## src/rtl/rv_ctrl_pkg.sv

```systemverilog
// rv_ctrl_pkg: shared constants for the multi-cycle RISC-V control FSM.
// State encodings, opcodes, ALU-op and ALU-B select codes, control bundle.
package rv_ctrl_pkg;

   localparam logic [3:0] S_FETCH     = 4'd0;
   localparam logic [3:0] S_DECODE    = 4'd1;
   localparam logic [3:0] S_MEM_ADDR  = 4'd2;
   localparam logic [3:0] S_MEM_READ  = 4'd3;
   localparam logic [3:0] S_MEM_WB    = 4'd4;
   localparam logic [3:0] S_MEM_WRITE = 4'd5;
   localparam logic [3:0] S_R_EXEC    = 4'd6;
   localparam logic [3:0] S_R_WB      = 4'd7;
   localparam logic [3:0] S_BRANCH    = 4'd8;
   localparam logic [3:0] S_HALT      = 4'd9;
   localparam logic [3:0] S_I_EXEC    = 4'd10;

   localparam logic [6:0] OP_LD   = 7'b0000011;
   localparam logic [6:0] OP_SD   = 7'b0100011;
   localparam logic [6:0] OP_R    = 7'b0110011;
   localparam logic [6:0] OP_BEQ  = 7'b1100011;
   localparam logic [6:0] OP_ADDI = 7'b0010011;

   localparam logic [1:0] ALU_ADD   = 2'b00;
   localparam logic [1:0] ALU_SUB   = 2'b01;
   localparam logic [1:0] ALU_FUNCT = 2'b10;

   localparam logic [1:0] SRC_B_REG  = 2'b00;
   localparam logic [1:0] SRC_B_FOUR = 2'b01;
   localparam logic [1:0] SRC_B_IMM  = 2'b10;

   typedef struct packed {
      logic [1:0] alu_op;
      logic       alu_src_a;
      logic [1:0] alu_src_b;
      logic       iord;
      logic       mem_read;
      logic       mem_write;
      logic       pc_src;
      logic       reg_write;
      logic       mem_to_reg;
   } ctrl_t;

   // States that sit on the memory port waiting for mem_ready.
   function automatic logic is_wait_state(logic [3:0] s);
      return (s == S_FETCH) || (s == S_MEM_READ) || (s == S_MEM_WRITE);
   endfunction

endpackage

```

## src/rtl/rv_multicycle_ctrl_if.sv

```systemverilog
// rv_multicycle_ctrl_if: unified memory port between control FSM and memory.
// master (controller): mem_read, mem_write, iord out; mem_ready in.
interface rv_multicycle_ctrl_if;

   logic mem_read;
   logic mem_write;
   logic iord;
   logic mem_ready;

   modport master (
      output mem_read,
      output mem_write,
      output iord,
      input  mem_ready
   );

   modport slave (
      input  mem_read,
      input  mem_write,
      input  iord,
      output mem_ready
   );

endinterface

```

## src/rtl/rv_ctrl_watchdog.sv

```systemverilog
// rv_ctrl_watchdog: saturating memory-wait counter with sticky bus_error.
// Ports: clk, reset, waiting, mem_ready in; expire (comb), bus_error out.
module rv_ctrl_watchdog #(
   parameter int WAIT_LIMIT = 16,
   parameter int CNT_W      = 5
) (
   input  logic clk,
   input  logic reset,
   input  logic waiting,
   input  logic mem_ready,
   output logic expire,
   output logic bus_error
);

   logic [CNT_W-1:0] cnt;
   logic [CNT_W-1:0] cnt_inc;
   logic             stall;

   assign stall   = waiting & ~mem_ready;
   assign cnt_inc = (cnt == '1) ? cnt : cnt + CNT_W'(1);

   // expire fires on the stalled cycle that brings the count to the
   // limit; a mem_ready in that same cycle suppresses it.
   generate
      if (WAIT_LIMIT > 0) begin : g_wd
         assign expire = stall && (cnt_inc == CNT_W'(WAIT_LIMIT));
      end else begin : g_no_wd
         assign expire = 1'b0;
      end
   endgenerate

   always_ff @(posedge clk) begin
      if (reset) begin
         cnt       <= '0;
         bus_error <= 1'b0;
      end else begin
         if (stall && !expire)
            cnt <= cnt_inc;
         else
            cnt <= '0;
         if (expire)
            bus_error <= 1'b1;
      end
   end

endmodule

```

## src/rtl/rv_multicycle_ctrl.sv

```systemverilog
// rv_multicycle_ctrl: multi-cycle RISC-V control FSM (ld, sd, R-type, beq).
// Ports: clk, reset, opcode, zero; bus (memory port, master modport);
//   alu_op, alu_src_a/b, ir_write, pc_write, pc_src, reg_write, mem_to_reg,
//   sticky illegal/bus_error, debug state.
// Macro RV_CTRL_ADDI_EN adds addi decode through I_EXEC.
module rv_multicycle_ctrl
   import rv_ctrl_pkg::*;
#(
   parameter int WAIT_LIMIT = 16,
   parameter int CNT_W      = 5
) (
   input  logic                clk,
   input  logic                reset,
   input  logic [6:0]          opcode,
   input  logic                zero,
   rv_multicycle_ctrl_if.master bus,
   output logic [1:0]          alu_op,
   output logic                alu_src_a,
   output logic [1:0]          alu_src_b,
   output logic                ir_write,
   output logic                pc_write,
   output logic                pc_src,
   output logic                reg_write,
   output logic                mem_to_reg,
   output logic                illegal,
   output logic                bus_error,
   output logic [3:0]          state
);

   logic [3:0] state_nxt;
   logic       set_illegal;
   logic       wd_expire;
   ctrl_t      c;

   rv_ctrl_watchdog #(
      .WAIT_LIMIT (WAIT_LIMIT),
      .CNT_W      (CNT_W)
   ) u_wd (
      .clk       (clk),
      .reset     (reset),
      .waiting   (is_wait_state(state)),
      .mem_ready (bus.mem_ready),
      .expire    (wd_expire),
      .bus_error (bus_error)
   );

   always_comb begin
      state_nxt   = state;
      set_illegal = 1'b0;
      unique case (state)
         S_FETCH:
            if (bus.mem_ready) state_nxt = S_DECODE;
         S_DECODE:
            case (opcode)
               OP_LD, OP_SD: state_nxt = S_MEM_ADDR;
               OP_R:         state_nxt = S_R_EXEC;
               OP_BEQ:       state_nxt = S_BRANCH;
`ifdef RV_CTRL_ADDI_EN
               OP_ADDI:      state_nxt = S_I_EXEC;
`endif
               default: begin
                  state_nxt   = S_HALT;
                  set_illegal = 1'b1;
               end
            endcase
         S_MEM_ADDR:
            state_nxt = (opcode == OP_LD) ? S_MEM_READ : S_MEM_WRITE;
         S_MEM_READ:
            if (bus.mem_ready) state_nxt = S_MEM_WB;
         S_MEM_WB:    state_nxt = S_FETCH;
         S_MEM_WRITE:
            if (bus.mem_ready) state_nxt = S_FETCH;
         S_R_EXEC:    state_nxt = S_R_WB;
         S_R_WB:      state_nxt = S_FETCH;
         S_BRANCH:    state_nxt = S_FETCH;
`ifdef RV_CTRL_ADDI_EN
         S_I_EXEC:    state_nxt = S_R_WB;
`endif
         default:     state_nxt = S_HALT;
      endcase
      // A watchdog timeout abandons the access from any wait state.
      if (wd_expire) state_nxt = S_HALT;
   end

   always_ff @(posedge clk) begin
      if (reset) begin
         state   <= S_FETCH;
         illegal <= 1'b0;
      end else begin
         state <= state_nxt;
         if (set_illegal) illegal <= 1'b1;
      end
   end

   always_comb begin
      c = '0;
      unique case (state)
         S_FETCH: begin
            c.mem_read  = 1'b1;
            c.alu_src_b = SRC_B_FOUR;
            c.alu_op    = ALU_ADD;
         end
         S_DECODE: begin
            c.alu_src_b = SRC_B_IMM;
            c.alu_op    = ALU_ADD;
         end
         S_MEM_ADDR: begin
            c.alu_src_a = 1'b1;
            c.alu_src_b = SRC_B_IMM;
            c.alu_op    = ALU_ADD;
         end
         S_MEM_READ: begin
            c.mem_read = 1'b1;
            c.iord     = 1'b1;
         end
         S_MEM_WB: begin
            c.reg_write  = 1'b1;
            c.mem_to_reg = 1'b1;
         end
         S_MEM_WRITE: begin
            c.mem_write = 1'b1;
            c.iord      = 1'b1;
         end
         S_R_EXEC: begin
            c.alu_src_a = 1'b1;
            c.alu_src_b = SRC_B_REG;
            c.alu_op    = ALU_FUNCT;
         end
         S_R_WB:
            c.reg_write = 1'b1;
         S_BRANCH: begin
            c.alu_src_a = 1'b1;
            c.alu_src_b = SRC_B_REG;
            c.alu_op    = ALU_SUB;
            c.pc_src    = 1'b1;
         end
`ifdef RV_CTRL_ADDI_EN
         S_I_EXEC: begin
            c.alu_src_a = 1'b1;
            c.alu_src_b = SRC_B_IMM;
            c.alu_op    = ALU_ADD;
         end
`endif
         default: c = '0;
      endcase
   end

   assign alu_op        = c.alu_op;
   assign alu_src_a     = c.alu_src_a;
   assign alu_src_b     = c.alu_src_b;
   assign pc_src        = c.pc_src;
   assign reg_write     = c.reg_write;
   assign mem_to_reg    = c.mem_to_reg;
   assign bus.mem_read  = c.mem_read;
   assign bus.mem_write = c.mem_write;
   assign bus.iord      = c.iord;

   // The only Mealy terms: fetch completion and the taken branch.
   assign ir_write = (state == S_FETCH) & bus.mem_ready;
   assign pc_write = ((state == S_FETCH) & bus.mem_ready)
                   | ((state == S_BRANCH) & zero);

endmodule

```

## src/flat_wrapper.sv

```systemverilog
// flat-port wrapper written by rule: the top's interface ports become plain ports
module rv_multicycle_ctrl_flat import rv_ctrl_pkg::*;
#(
   parameter int WAIT_LIMIT = 16,
   parameter int CNT_W      = 5
)
  (clk, reset, opcode, zero, alu_op, alu_src_a, alu_src_b, ir_write, pc_write, pc_src, reg_write, mem_to_reg, illegal, bus_error, state, bus_mem_read, bus_mem_write, bus_iord, bus_mem_ready);
  rv_multicycle_ctrl_if bus_i ();
  input  logic clk;
  input  logic reset;
  input  logic [6:0] opcode;
  input  logic zero;
  output logic [1:0] alu_op;
  output logic alu_src_a;
  output logic [1:0] alu_src_b;
  output logic ir_write;
  output logic pc_write;
  output logic pc_src;
  output logic reg_write;
  output logic mem_to_reg;
  output logic illegal;
  output logic bus_error;
  output logic [3:0] state;
  output wire logic [$bits(bus_i.mem_read)-1:0] bus_mem_read;
  output wire logic [$bits(bus_i.mem_write)-1:0] bus_mem_write;
  output wire logic [$bits(bus_i.iord)-1:0] bus_iord;
  input wire logic [$bits(bus_i.mem_ready)-1:0] bus_mem_ready;
  assign bus_mem_read = bus_i.mem_read;
  assign bus_mem_write = bus_i.mem_write;
  assign bus_iord = bus_i.iord;
  assign bus_i.mem_ready = bus_mem_ready;
  rv_multicycle_ctrl #(.WAIT_LIMIT(WAIT_LIMIT), .CNT_W(CNT_W)) u_core (.clk(clk), .reset(reset), .opcode(opcode), .zero(zero), .bus(bus_i), .alu_op(alu_op), .alu_src_a(alu_src_a), .alu_src_b(alu_src_b), .ir_write(ir_write), .pc_write(pc_write), .pc_src(pc_src), .reg_write(reg_write), .mem_to_reg(mem_to_reg), .illegal(illegal), .bus_error(bus_error), .state(state));
endmodule
```

## config.mk

```make
export PLATFORM = sky130hd
export DESIGN_NAME = rv_multicycle_ctrl_flat
export DESIGN_NICKNAME = d
export VERILOG_FILES = /design/src/rtl/rv_ctrl_pkg.sv /design/src/rtl/rv_multicycle_ctrl_if.sv /design/src/rtl/rv_ctrl_watchdog.sv /design/src/rtl/rv_multicycle_ctrl.sv /design/src/flat_wrapper.sv
export SDC_FILE = /design/constraint.sdc
export NUM_CORES = 1
export LEC_CHECK = 0
export BUFFER_PORTS_ARGS = -buffer_cell sky130_fd_sc_hd__buf_2
export CAP_MARGIN = 40
export CELL_PAD_IN_SITES_DETAIL_PLACEMENT = 0
export CELL_PAD_IN_SITES_GLOBAL_PLACEMENT = 1
export CORE_UTILIZATION = 37
export DETAILED_ROUTE_END_ITERATION = 8
export PLACE_DENSITY_LB_ADDON = 0.1
export SKIP_LAST_GASP = 1
export SLEW_MARGIN = 20
export SYNTH_ARGS = -nofsm -noshare
export SYNTH_HDL_FRONTEND = slang
export SYNTH_SLANG_ARGS = --single-unit
```

## constraint.sdc

```tcl
create_clock -name clk -period 2.05 [get_ports clk]
set_input_delay 0.41 -clock clk [delete_from_list [all_inputs] [get_ports clk]]
set_output_delay 0.41 -clock clk [all_outputs]
set_load 0.01 [all_outputs]
```

---- After elaboration in Yosys (flattened, before gate mapping) ----
Cells that the tools add are included.
word-level totals
  output and inout bits ................... 19
  word-level logic and storage cells ...... 69
  input port bits ......................... 11
  flip-flop bits (word level) ............. 11
operators by class
  multiplexer cells ....................... 19
  add/subtract/negate cells ............... 1
  equality and inequality tests ........... 20
  reduce and logical (&&, ||, !) cells .... 18
  bitwise operators ....................... 6
operators with widths
  cell                                                                   number
  4-bit one-hot mux with 7 select lines                                  1
  4-bit by 3-bit equality test with 1-bit output, second input constant  4
  4-bit 2-to-1 mux                                                       4
  7-bit by 6-bit equality test with 1-bit output, second input constant  2
  2-bit OR reduction                                                     7
  4-bit one-hot mux with 3 select lines                                  1
  5-bit equality test, second input constant                             2
  1-bit 2-to-1 mux                                                       9
  3-bit != test, second input constant                                   3
  4-bit by 2-bit equality test with 1-bit output, second input constant  2
  2-bit one-hot mux with 2 select lines                                  2
  7-bit by 2-bit equality test with 1-bit output, second input constant  1
  7-bit equality test, second input constant                             1
  2-bit != test, second input constant                                   3
  3-bit AND reduction                                                    2
  3-bit OR reduction                                                     2
  5-bit by 1-bit adder with 5-bit output, second input constant          1
  5-bit 2-to-1 mux                                                       1
  4-bit by 1-bit equality test with 1-bit output, second input constant  1
  4-bit equality test, second input constant                             1
  4-bit zero test                                                        1
  4-bit OR reduction                                                     1
  1-bit AND                                                              3
  3-bit 2-to-1 mux                                                       1
  5 further kinds                                                        8

---- Logic depth before layout (Yosys ltp) ----
  depth after elaboration ................. 9
  depth in mapped cells ................... 6
  gate-level depth less buffers ........... 5

---- Modules after synthesis ----
A second synthesis with hierarchy kept.
unflattened totals
  cells, all modules ...................... 109
  area, all modules ....................... 873.3 µm²
by module, submodules not included
  module              times used  sequential area each (µm²)  cells each  area an instance (µm²)
  rv_multicycle_ctrl  1           100.1                       75          546.8
  rv_ctrl_watchdog    1           120.1                       34          326.6

---- Least setup slack after synthesis ----
No wires, ideal clock.
  kind .................................... register to output
  start ................................... register u_core.state[2]
  end ..................................... output alu_op[0]
  cell stages (with the launch flop) ...... 5
  data required time ...................... 1640 ps
  path buffers ............................ 3
  data arrival time ....................... 1440 ps
  path slack .............................. 200 ps
  cell sequence ........................... dfxtp_1 > buf_6 > buf_2 > nor4_1 > buf_4
on the way
  cells in the longest elaborated chain, start to end .. 2
  elaborated cells on any way between the ends .. 3
  classes of those cells .................. eq/ne: 2; mux: 1
ends and longest elaborated chain
  element                                                                                       RTL line                  text
  start: declaration                                                                            rv_multicycle_ctrl.sv:27  output logic [3:0] state
  start signal: assignment                                                                      rv_multicycle_ctrl.sv:90  state <= state_nxt;
  4-bit equality test / 4-bit by 3-bit equality test with 1-bit output (equally long branches)  rv_multicycle_ctrl.sv:97  unique case (state)
  2-bit one-hot mux with 2 select lines (*)                                                     rv_multicycle_ctrl.sv:97
  end: declaration                                                                              flat_wrapper.sv:13        output logic [1:0] alu_op;
Every way passes the cells marked *; elsewhere a longest branch is shown, timed or not.

---- Worst setup path in the final report ----
  start ................................... register u_core.state[0]
  end ..................................... output reg_write
on the way
  cells in the longest elaborated chain, start to end .. 3
  elaborated cells on any way between the ends .. 4
  classes of those cells .................. eq/ne: 2; mux: 1; reduce/logical: 1
ends and longest elaborated chain
  element                                         RTL line                  text
  4-bit by 3-bit equality test with 1-bit output  rv_multicycle_ctrl.sv:97
  2-bit OR reduction (no source line) (*)         n/a
  1-bit 2-to-1 mux (*)                            rv_multicycle_ctrl.sv:97
  end: declaration                                flat_wrapper.sv:19        output logic reg_write;
Marked as above.

==> out/qor.yml <==
powerDensity_mw_per_mm2: 689
avgSynthCellArea_sq_um: 8.87
cts.htree.levels: 1
synthesis.nets: 124
syn2layout_area_growth_pct: 17.6
synthArstFlopShare_pct: 0
worstPathMaxFanout: 13
endpoint_kind: "output pin"
arrival_ns: 1.46
clockRootBuffer: "clkbuf_4"
synth.largest_area_cell: "dfxtp_1"
reg2reg_depth: 4
num_rows: 18
clk_path_buf_depth: 2
vias: 936
nNetsFinal: 153
grt_pass1_vias: 847
period_needed_ns: 1.87
io_pins: 30
slew_violations: 0
min_from: "u_core.illegal"
multi_input_area_sq_um: 679
worstSetupStartpointType: "flop"
period_share_pct: 91.3
status: "finished clean"
final_area_sq_mm: 0.00117
hold_depth: 2
hold_viol_final: 0
grt_pass1_wl_mm: 3.97
drc_errors: 0
path_class: "flop to output pin"
die_width_microns: 53.8
via_per_inst: 5.51
crit_start: "u_core.state[0]"
synth-seq-cells: 11
clock_latency_ns: 0.27
synth_edf_count: 0
total_leakage_power_nw: 0.541
cts_inserted_buffers: 3
slew_headroom_pct: 67.3
dpl_cell_area_sq_mm: 0.00114
path_clk_slew_ns: 0.07
maxCapViolCount: 0
whs_ns: 0.458
syn_area_sq_um: 993
clock_skew_ns: 0.00273
dp_slack_ns: 0.256
die_area_sq_mm: 0.00290
finalSetupTns_ns: 0
drtIter0Drc: 14
fp.dieH_microns: 53.8
core_area_sq_mm: 0.00250
start_util_pct: 39.7
setup_ws_ns: 0.178
antenna_found_initial: 0
portBuffers: 29
gp_congestion: 0.720
ant_nets: 0
drive_gt1_share_pct: 37.9
diodes: 0
hp-class: "flop to flop"
netlist_instances: 112
dp_hpwl_mm: 1.76
fillers: 275
synth_warnings: 0
drt-total-wl_mm: 2.32
seq_area_sq_um: 224
setup_viol: 0
track_usage_pct: 19.0
synth_top_area_share_pct: 22.2
cts_tree: "done"
synth.distinct_cells: 52
synthTopCellsByCount: "dfxtp_1, nor2_1, inv_1"
cp.required_ns: 1.64
worst_pin_slew_ns: 0.489
ys.flop_type: "dfxtp_1"
max_freq_mhz: 534
grt_max_degree: 19
rrSetupSlack_ns: 0.31
wire_per_inst_microns: 13.7
vdd_drop_max_mv: 0.473
grt_overflow: 0
r2r-start: "u_core.state[0]"
cts.sinks: 11
dr.pass1.iters: 4
synth.yosys.seq_area_share_pct: 22.2
p_total_mw: 0.805
rsz0062_at_grt: "false"
netlist_top_cells_area: "dfxtp_1, nor2_1, buf_6"
## report_power, final
part           leakage (nW)  internal [mW]  switching, mW  total [mW]
sequential           0.0909          0.235         0.0475       0.283
clock                0.0150         0.0755         0.0724       0.148
combinational         0.436          0.170          0.204       0.374
## cell families after synthesis
group	Yosys count	synth area share [%]
AOI/OAI and AO/OA	29	26.8
muxes	3	4.28
buffers and inverters	16	9.44
DFF	11	22.2
adders and majority gates	2	2.27
xor gates and xnor gates	3	3.40
and+or+nand+nor	48	31.6
## per-layer routing
metal  wire [microns]  part of all wire, %  up-vias  GRT usage, %
li1                 -                    -      475             -
met1             1060                   46      439          24.0
met2             1120                   48       17          32.1
met3               87                  3.7        5          1.69
met4               47                  2.0        0          9.21
met5                0                    0        -             0
## cell type report
type                    count  share of cell area (%)
inverters                   7                    2.25
multi-input cells          85                    58.1
flip-flops and latches     11                    19.2
repair buffers             33                    15.0
well taps                  30                    3.21
clock buffers               4                    2.25
## through the flow
stage / std cells / utilization, %
3_3_place_gp: 166 / 45.5
5_1_grt: 170 / 46.7
2_1_floorplan: 112 / -
4_1_cts: 170 / 46.6
6_report: 170 / 46.7
3_5_place_dp: 166 / 45.5
## critical path, stage by stage (launching register included)
cell and delay, ns:
dfxtp_1 0.63, nand2b_1 0.25, nand2_1 0.14, nor2_1 0.04, buf_2 0.13
## flip-flops by register name, indices dropped and copies added, names as in the netlist
name	flops
u_core.illegal	1
u_core.state	4
u_core.u_wd.bus_error	1
u_core.u_wd.cnt	5
## layout by cell type (no fill, tap or decap), types with 2 or more instances in the layout
cell type  Yosys  routed
o21ai_0        2       2
nor4_1         4       4
a211oi_1       3       3
and3_1         2       2
nand2b_1       4       4
o21bai_1       2       2
nor2_1        11      11
nand3_1        2       2
inv_1          7       7
mux2i_1        2       2
nand4bb_1      3       3
nand2_1        4       4
nor2b_1        2       2
a31oi_1        2       2
dfxtp_1       11       8
buf_4          2       4
clkbuf_4       0       3
nor3_1         6       6
a21oi_1        4       4
dfxtp_2        0       3
a21oi_2        2       2
buf_2          3      29
## path summary, 6_finish.rpt
kind                          end
setup / recovery        reg_write
hold reg to reg    u_core.illegal
hold / removal     u_core.illegal
setup reg to reg  u_core.state[2]
## what timing repair did
item / in CTS / in global routing
cloned: 0 / 0
hold endpoints to repair: 0 / 0
endpoints found under the setup margin: 2 / 5
buffers inserted: 0 / 0
hold buffers: 0 / 0
resized for setup: 1 / 2
No activity file was read; power rests on OpenSTA's default activity.
